$ cat src/rtl/mem_access_unit_if.sv
// Word-aligned valid/ready data-bus bundle between the memory access unit
// and data memory.
interface mem_access_unit_if;
    logic [31:0] bus_addr;
    logic [31:0] bus_wdata;
    logic [3:0]  bus_be;
    logic        bus_we;
    logic        bus_valid;
    logic        bus_ready;
    logic [31:0] bus_rdata;

    modport master (
        output bus_addr,
        output bus_wdata,
        output bus_be,
        output bus_we,
        output bus_valid,
        input  bus_ready,
        input  bus_rdata
    );

    modport slave (
        input  bus_addr,
        input  bus_wdata,
        input  bus_be,
        input  bus_we,
        input  bus_valid,
        output bus_ready,
        output bus_rdata
    );
endinterface

$ cat src/rtl/mem_access_unit.sv
// Runs one core load/store as a single word-aligned bus transaction and
// returns the extended load data or a fault through a done pulse.
module mem_access_unit #(
    parameter int unsigned TIMEOUT_CYCLES = 255
) (
    input  logic        clk,
    input  logic        reset,
    input  logic        mem_req,
    input  logic        mem_WE,
    input  logic [2:0]  mem_MODE,
    input  logic [31:0] mem_addr,
    input  logic [31:0] mem_wdata,
    output logic [31:0] mem_rdata,
    output logic        mem_done,
    output logic        mem_fault,
    output logic        busy,
    mem_access_unit_if.master bus
);

    localparam logic [1:0] S_IDLE  = 2'd0;
    localparam logic [1:0] S_BUS   = 2'd1;
    localparam logic [1:0] S_DONE  = 2'd2;
    localparam logic [1:0] S_FAULT = 2'd3;

    localparam logic [7:0] TMO = 8'(TIMEOUT_CYCLES);

    logic [1:0]  state;
    logic [7:0]  cnt;
    logic [7:0]  cnt_nxt;
    logic [31:0] addr_q;
    logic [2:0]  mode_q;
    logic        we_q;
    logic [31:0] wdata_q;
    logic [3:0]  be_q;

    logic [3:0]  be_d;
    logic [31:0] wdata_d;
    logic        illegal;
    logic [7:0]  lane_b;
    logic [15:0] lane_h;
    logic [31:0] ld_data;

    always_comb begin
        be_d    = 4'b0000;
        wdata_d = mem_wdata;
        illegal = 1'b0;
        case (mem_MODE)
            3'b000, 3'b100: begin
                be_d    = 4'b0001 << mem_addr[1:0];
                wdata_d = {4{mem_wdata[7:0]}};
                illegal = mem_WE & mem_MODE[2];
            end
            3'b001, 3'b101: begin
                be_d    = 4'b0011 << mem_addr[1:0];
                wdata_d = {2{mem_wdata[15:0]}};
                illegal = mem_addr[0] | (mem_WE & mem_MODE[2]);
            end
            3'b010: begin
                be_d    = 4'b1111;
                illegal = |mem_addr[1:0];
            end
            default: illegal = 1'b1;
        endcase
    end

    // Unsigned modes differ from signed ones only in mode bit 2.
    always_comb begin
        lane_b  = bus.bus_rdata[{addr_q[1:0], 3'b000} +: 8];
        lane_h  = bus.bus_rdata[{addr_q[1], 4'b0000} +: 16];
        ld_data = bus.bus_rdata;
        case (mode_q[1:0])
            2'b00:   ld_data = {{24{lane_b[7] & ~mode_q[2]}}, lane_b};
            2'b01:   ld_data = {{16{lane_h[15] & ~mode_q[2]}}, lane_h};
            default: ld_data = bus.bus_rdata;
        endcase
    end

    assign cnt_nxt = cnt + 8'd1;

    always_ff @(posedge clk or negedge reset) begin
        if (!reset) begin
            state     <= S_IDLE;
            cnt       <= 8'd0;
            addr_q    <= 32'd0;
            mode_q    <= 3'd0;
            we_q      <= 1'b0;
            wdata_q   <= 32'd0;
            be_q      <= 4'd0;
            mem_rdata <= 32'd0;
        end else begin
            case (state)
                S_IDLE: begin
                    if (mem_req) begin
                        addr_q  <= mem_addr;
                        mode_q  <= mem_MODE;
                        we_q    <= mem_WE;
                        wdata_q <= wdata_d;
                        be_q    <= be_d;
                        cnt     <= 8'd0;
                        state   <= illegal ? S_FAULT : S_BUS;
                    end
                end
                S_BUS: begin
                    if (bus.bus_ready) begin
                        if (!we_q) mem_rdata <= ld_data;
                        state <= S_DONE;
                    end else begin
                        cnt <= cnt_nxt;
                        if (cnt_nxt == TMO) state <= S_FAULT;
                    end
                end
                default: state <= S_IDLE;
            endcase
        end
    end

    assign busy      = (state != S_IDLE);
    assign mem_done  = (state == S_DONE) || (state == S_FAULT);
    assign mem_fault = (state == S_FAULT);

    assign bus.bus_valid = (state == S_BUS);
    assign bus.bus_we    = we_q & (state == S_BUS);
    assign bus.bus_addr  = {addr_q[31:2], 2'b00};
    assign bus.bus_wdata = wdata_q;
    assign bus.bus_be    = be_q;

endmodule

$ cat src/flat_wrapper.sv
// flat-port wrapper written by rule: the top's interface ports become plain ports
module mem_access_unit_flat 
#(
    parameter int unsigned TIMEOUT_CYCLES = 255
)
  (clk, reset, mem_req, mem_WE, mem_MODE, mem_addr, mem_wdata, mem_rdata, mem_done, mem_fault, busy, bus_bus_addr, bus_bus_wdata, bus_bus_be, bus_bus_we, bus_bus_valid, bus_bus_ready, bus_bus_rdata);
  mem_access_unit_if bus_i ();
  input  logic clk;
  input  logic reset;
  input  logic mem_req;
  input  logic mem_WE;
  input  logic [2:0] mem_MODE;
  input  logic [31:0] mem_addr;
  input  logic [31:0] mem_wdata;
  output logic [31:0] mem_rdata;
  output logic mem_done;
  output logic mem_fault;
  output logic busy;
  output wire logic [$bits(bus_i.bus_addr)-1:0] bus_bus_addr;
  output wire logic [$bits(bus_i.bus_wdata)-1:0] bus_bus_wdata;
  output wire logic [$bits(bus_i.bus_be)-1:0] bus_bus_be;
  output wire logic [$bits(bus_i.bus_we)-1:0] bus_bus_we;
  output wire logic [$bits(bus_i.bus_valid)-1:0] bus_bus_valid;
  input wire logic [$bits(bus_i.bus_ready)-1:0] bus_bus_ready;
  input wire logic [$bits(bus_i.bus_rdata)-1:0] bus_bus_rdata;
  assign bus_bus_addr = bus_i.bus_addr;
  assign bus_bus_wdata = bus_i.bus_wdata;
  assign bus_bus_be = bus_i.bus_be;
  assign bus_bus_we = bus_i.bus_we;
  assign bus_bus_valid = bus_i.bus_valid;
  assign bus_i.bus_ready = bus_bus_ready;
  assign bus_i.bus_rdata = bus_bus_rdata;
  mem_access_unit #(.TIMEOUT_CYCLES(TIMEOUT_CYCLES)) u_core (.clk(clk), .reset(reset), .mem_req(mem_req), .mem_WE(mem_WE), .mem_MODE(mem_MODE), .mem_addr(mem_addr), .mem_wdata(mem_wdata), .mem_rdata(mem_rdata), .mem_done(mem_done), .mem_fault(mem_fault), .busy(busy), .bus(bus_i));
endmodule
$ cat config.mk
export PLATFORM = sky130hd
export DESIGN_NAME = mem_access_unit_flat
export DESIGN_NICKNAME = d
export VERILOG_FILES = /design/src/rtl/mem_access_unit_if.sv /design/src/rtl/mem_access_unit.sv /design/src/flat_wrapper.sv
export SDC_FILE = /design/constraint.sdc
export NUM_CORES = 1
export LEC_CHECK = 0
export BUFFER_PORTS_ARGS = -buffer_cell sky130_fd_sc_hd__buf_4
export CORE_AREA = 5 5 116 118
export DETAILED_ROUTE_END_ITERATION = 10
export DIE_AREA = 0 0 121 123
export MAX_ROUTING_LAYER = met4
export PLACE_DENSITY = 0.86
export SYNTH_ARGS = -nofsm -noshare
export SYNTH_HDL_FRONTEND = slang
export SYNTH_SLANG_ARGS = --single-unit
$ cat constraint.sdc
create_clock -name clk -period 1.9 [get_ports clk]
set_clock_uncertainty 0.1 [all_clocks]
set_input_delay 0.475 -clock clk [delete_from_list [all_inputs] [get_ports clk]]
set_output_delay 0.475 -clock clk [all_outputs]
set_load 0.01 [all_outputs]
==> results of run 1 <==
## cells by family (layout without fill, tap and decap cells)
logic type	count (synthesis)	in the layout	share of synthesized area, %
buffers and inverters	76	277	7.80
xor gates and xnor gates	2	2	0.315
DFF	114	114	51.3
AOI/OAI and AO/OA	119	119	12.0
and+or+nand+nor	277	277	20.8
adders and majority gates	2	2	0.450
other	1	2	0.0674
muxes	39	39	7.27
## power by group
group	leakage (nW)	switching [W]	internal (W)	total, W
sequential	1.40	0.000762	0.00356	0.00432
combinational	2.30	0.00283	0.00268	0.00551
clock	0.275	0.00106	0.00193	0.00298
total	3.98	0.00465	0.00816	0.0128
## metrics by stage
step / TNS, ns / setup WS, ns / util [%] / hold WS, ns
after CTS: -0.0121 / -0.0104 / 63.0 / 0.136
after floorplan: 0 / 0.180 / - / 0.0794
final: -0.00998 / -0.00998 / 63.4 / 0.152
after detailed placement: 0 / 0.119 / 58.0 / 0.327
after global placement: 0 / 0.146 / 58.0 / 0.320
after global routing: -0.183 / -0.0539 / 63.4 / 0.144
## metal layers
layer | global-route usage, % | wire (um)
met1 | 28.5 | 6680
met2 | 38.2 | 8420
met3 | 7.04 | 1380
met4 | 10.4 | 473
met5 | - | 0
## cells in the final DEF, fill, tap and decap left out, drive strengths merged, types with 3 or more instances in the layout
cell type and instances:
buf 240, nand2 197, dfrtp 114, o21ai 52, a21oi 45, nor2 40
mux2i 37, clkbuf 27, or3 8, o221ai 7, nand3 6, inv 4
o31ai 4, nor3 4, clkinv 4, and2 3, nor3b 3, nor2b 3
## state kept, by name, summed over array words and instances (netlist names)
name and cells:
u_core.we_q 1, u_core.cnt 8, u_core.bus.bus_be 4, u_core.mode_q 3, u_core.bus.bus_wdata 32, u_core.addr_q 32, u_core.mem_rdata 32, u_core.state 2
## repair_timing
| action | in CTS | in global routing |
|---|---|---|
| setup buffers | 5 | 4 |
| resized for setup | 6 | 6 |
| gates cloned | 0 | 0 |
| endpoints found under the setup margin | 2 | 8 |
| hold buffers | 1 | 0 |
| pin swaps | 0 | 1 |
| hold endpoints to repair | 21 | 0 |
## path summary, 6_finish.rpt
path | endpoint | from | slack, ns | depth (start not counted)
max | busy | u_core.state[0] | -0.01 | 3
max in group asynchronous | u_core.mem_rdata[30] | reset | 0.68 | 3
max reg2reg | u_core.addr_q[1] | u_core.state[1] | 0.08 | 7
min in group asynchronous | u_core.cnt[0] | reset | 0.45 | 2
min | u_core.addr_q[30] | mem_addr[30] | 0.15 | 3
min reg2reg | u_core.bus.bus_be[1] | u_core.bus.bus_be[1] | 0.37 | 2
## layout make-up
cell class                 instances  area, sq um
clock buffer                      27          503
clock inverter                     5         50.0
fill                            1048         4530
inverter                           4         15.0
multi-input combinational        441         2300
sequential                       114         2850
tap                              172          215
timing repair buffer             241         1900
## worst reg2reg max path, delay by kind of cell (launching register included)
kind / cells / cell delay, ns
buffers and inverters: 4 / 0.68
AND/OR/NAND/NOR: 2 / 0.45
flip-flops: 1 / 0.43
AO/OA/AOI/OAI: 1 / 0.08
==> impl_metrics.yaml, run 1 <==
clocking:
  cts_tree: "done"
  cts_sinks: 114
  cts.clk_slew.worst_paths_ns: 0.05
  cts_buffers: 17
  worstSkewPairLatency_ns: 0.41
  ctsHtreeMaxLevel: 4
  cts.root.buffer_cell: "clkbuf_16"
  clockBufferDepth: 2
floorplanning:
  rows: 41
  die_h_um: 123
  pin_count: 209
  dieArea_sq_um: 14900
  start_util_pct: 45.0
  die_w_um: 121
  core_sq_um: 12400
worst_setup_path:
  crit_family: "flip-flops"
  crit_path_start_kind: "flip-flop"
  required_ns: 1.32
  critPathCaptureType: "output port"
  crit_buf_inv: 2
  critPathArrivalTime_ns: 1.33
  critPathMostFrequentCell: "buf_6"
  critPathKind: "flip-flop to output port"
  path_max_fanout: 4
  max_stage_delay_ns: 0.43
  worstPathCellList: "buf_6 > or2_4 > buf_6"
  slowest_stage: "dfrtp_1"
place:
  port-buffer-count: 206
  routabilityCongestion: 0.927
  placed_cell_area_sq_um: 7170
  hpwl_um: 12100
  placedCellCount: 962
synth:
  yosys_warnings: 0
  ys_seq_elements: 114
  yosysMostFrequentCell: "nand2_1"
  async_flop_share_pct: 100
  seq_area_frac_synth_pct: 51.3
  synth_area_sq_um: 5560
  syn-instance-count: 630
  synth-edff-count: 0
  synthTopCellsByArea: "dfrtp_1 51%, nand2_1 13%, mux2i_1 6.7%"
  yosys-top-cells-count: "197 x nand2_1, 114 x dfrtp_1, 52 x o21ai_0"
  avgSynthCellArea_sq_um: 8.83
  synth_top_area_share_pct: 51.3
  synth_largest_area_cell: "dfrtp_1"
  synth_ff_type: "dfrtp_1"
  synthDistinctLibCells: 47
pwr:
  power_density_nw_per_um2: 1630
  power.leakage_nw: 3.98
  irDropWorstVdd_mv: 0.890
  total_power_w: 0.0128
global_route:
  grt_pass1_wl_um: 27000
  grt_max_degree: 63
  antenna_found_initial: 0
  grt_pass1_vias: 5297
  gr-total-overflow: 0
  grt_usage_pct: 24.0
routing:
  route.antenna.remaining_nets: 0
  drt-total-wl_um: 17000
  vias_per_cell: 5.14
  drc: 0
  drtPass1Iterations: 5
  vias: 5165
  drt-initial-drc-count: 531
  wl_per_cell_um: 16.9
layout:
  fin_nets: 925
  area_delta_synth_final_pct: 40.9
  drive_above_1_share_pct: 33.4
  antenna_cells: 0
  instances_no_fill: 1004
  stdcell_area_sq_um: 7840
sta:
  drv_slew: 0
  fmax_ghz: 0.524
  setup_viol: 1
  rsz0062_at_grt: "yes"
  post-route-period-util_pct: 101
  fin_crit_ns: 1.91
  hold_viol: 0
  setup_ws_ns: -0.00998
run_status:
  status: "finished, violations left"
  violations: "setup timing"
job:
  drv_cap: 0
worst_hold_path:
  min-delay-path-class: "input port to flip-flop"
Power figures use the tool's default switching activity.
==> run 2: changes to the inputs <==
clock period = 1.8 ns   (was 1.9 ns; I/O delays follow)
==> impl_metrics.yaml, run 2 (synthesized netlist as in run 1, its figures left out) <==
run_status:
  status: "finished, violations left"
  violations: "setup timing"
routing:
  vias: 5222
  wl_per_cell_um: 17.2
  drt-total-wl_um: 17200
  route.antenna.remaining_nets: 0
  vias_per_cell: 5.21
  drc: 0
  drtPass1Iterations: 6
  drt-initial-drc-count: 351
place:
  port-buffer-count: 206
  hpwl_um: 12100
  routabilityCongestion: 0.929
  pre_cts_ws_ns: 0.0420
global_route:
  grt_usage_pct: 23.2
  grt_pass1_vias: 5201
  gr-total-overflow: 0
  grt_util_met1_pct: 26.9
  top_usage_layer: "met2"
  use_met3_pct: 7.32
  antenna_found_initial: 0
  met2_usage_pct: 38.4
  grt_max_degree: 99
  grt_pass1_wl_um: 26000
worst_setup_path:
  critPathArrivalTime_ns: 1.33
  required_ns: 1.25
  path_max_fanout: 4
  critPathKind: "flip-flop to output port"
  slowest_stage: "dfrtp_2"
  crit_path_start_kind: "flip-flop"
  critPathMostFrequentCell: "buf_6"
  max_stage_delay_ns: 0.44
  worstPathCellList: "buf_6 > or2_4 > buf_6"
  critPathCaptureType: "output port"
  crit_buf_inv: 2
  crit_family: "flip-flops"
job:
  drv_cap: 0
pwr:
  power.leakage_nw: 4.01
  total_power_w: 0.0138
  power_density_nw_per_um2: 1740
  irDropWorstVdd_mv: 0.988
layout:
  final_cell_mix: "225 x buf_4, 196 x nand2_1, 113 x dfrtp_1"
  area_delta_synth_final_pct: 42.7
  fin_nets: 924
  drive_above_1_share_pct: 33.6
  antenna_cells: 0
  layout_commonest_cell: "buf_4"
floorplanning:
  start_util_pct: 45.0
  die_h_um: 123
  pin_count: 209
  rows: 41
  dieArea_sq_um: 14900
  core_sq_um: 12400
  die_w_um: 121
clocking:
  cts.clk_slew.worst_paths_ns: 0.05
  worstSkewPairLatency_ns: 0.41
  cts_sinks: 114
  cts_tree: "done"
  cts_buffers: 17
  ctsHtreeMaxLevel: 4
  cts.root.buffer_cell: "clkbuf_16"
  clockBufferDepth: 2
worst_hold_path:
  min-delay-path-class: "input port to flip-flop"
sta:
  drv_slew: 0
  post-route-period-util_pct: 104
  setup_viol: 2
  fin_hold_ws_ns: 0.127
  fmax_ghz: 0.532
  fin_crit_ns: 1.88
  rsz0062_at_grt: "yes"
  setup_ws_ns: -0.0782
  hold_viol: 0
  fin_tns_setup_ns: -0.0934
==> run 2: repair_timing <==
item	4_1_cts	5_1_grt
setup endpoints to repair	3	25
buffers inserted	3	1
resized for setup	5	10
hold buffers	1	0
gates cloned	0	2
pin swaps	0	1
endpoints found under the hold margin	23	0
==> run 2: area by class of cell <==
class | instances | area (sq um)
Fill cell | 1016 | 4430
Sequential cell | 114 | 2850
Multi-Input combinational cell | 441 | 2310
Timing Repair Buffer | 240 | 1950
Clock buffer | 22 | 454
Tap cell | 172 | 215
Clock inverter | 10 | 134
Inverter | 4 | 15.0
==> run 2: path summary, 6_finish.rpt <==
path / startpoint / to / slack [ns] / cells after the start
worst max-delay path: u_core.state[1] / busy / -0.08 / 3
worst min-delay path: mem_addr[28] / u_core.addr_q[28] / 0.13 / 3
worst max register to register: u_core.state[0] / u_core.bus.bus_wdata[8] / 0.02 / 6
worst min register to register: u_core.addr_q[19] / u_core.addr_q[19] / 0.37 / 2
max in group asynchronous: reset / u_core.state[1] / 0.62 / 3
min in group asynchronous: reset / u_core.cnt[0] / 0.43 / 2
==> run 2: worst reg2reg max path, delay by kind of cell, from the launching register on <==
family	cells	cell delay [ns]
compound gates	1	0.07
flops	1	0.39
simple gates	2	0.55
buf+inv	3	0.54
==> run 2: power by group <==
part           switching (W)  leakage, nW  internal (W)
clock network        0.00117        0.284       0.00220
registers           0.000793         1.40       0.00376
logic                0.00303         2.32       0.00286
==> run 2: metrics by stage <==
stage / instances / utilization (%) / cell area [sq um]
6_report: 1003 / 64.2 / 7940
5_1_grt: 1003 / 64.2 / 7940
4_1_cts: 1000 / 63.5 / 7850
3_5_place_dp: 964 / 58.3 / 7210
3_3_place_gp: 964 / 58.3 / 7210
2_1_floorplan: 631 / - / 5570
==> run 2: metal layers <==
metal / vias to the layer above / part of all wire [%]
li1: 2443 / -
met1: 2502 / 40
met2: 248 / 49
met3: 29 / 8.7
met4: 0 / 1.8
met5: - / 0
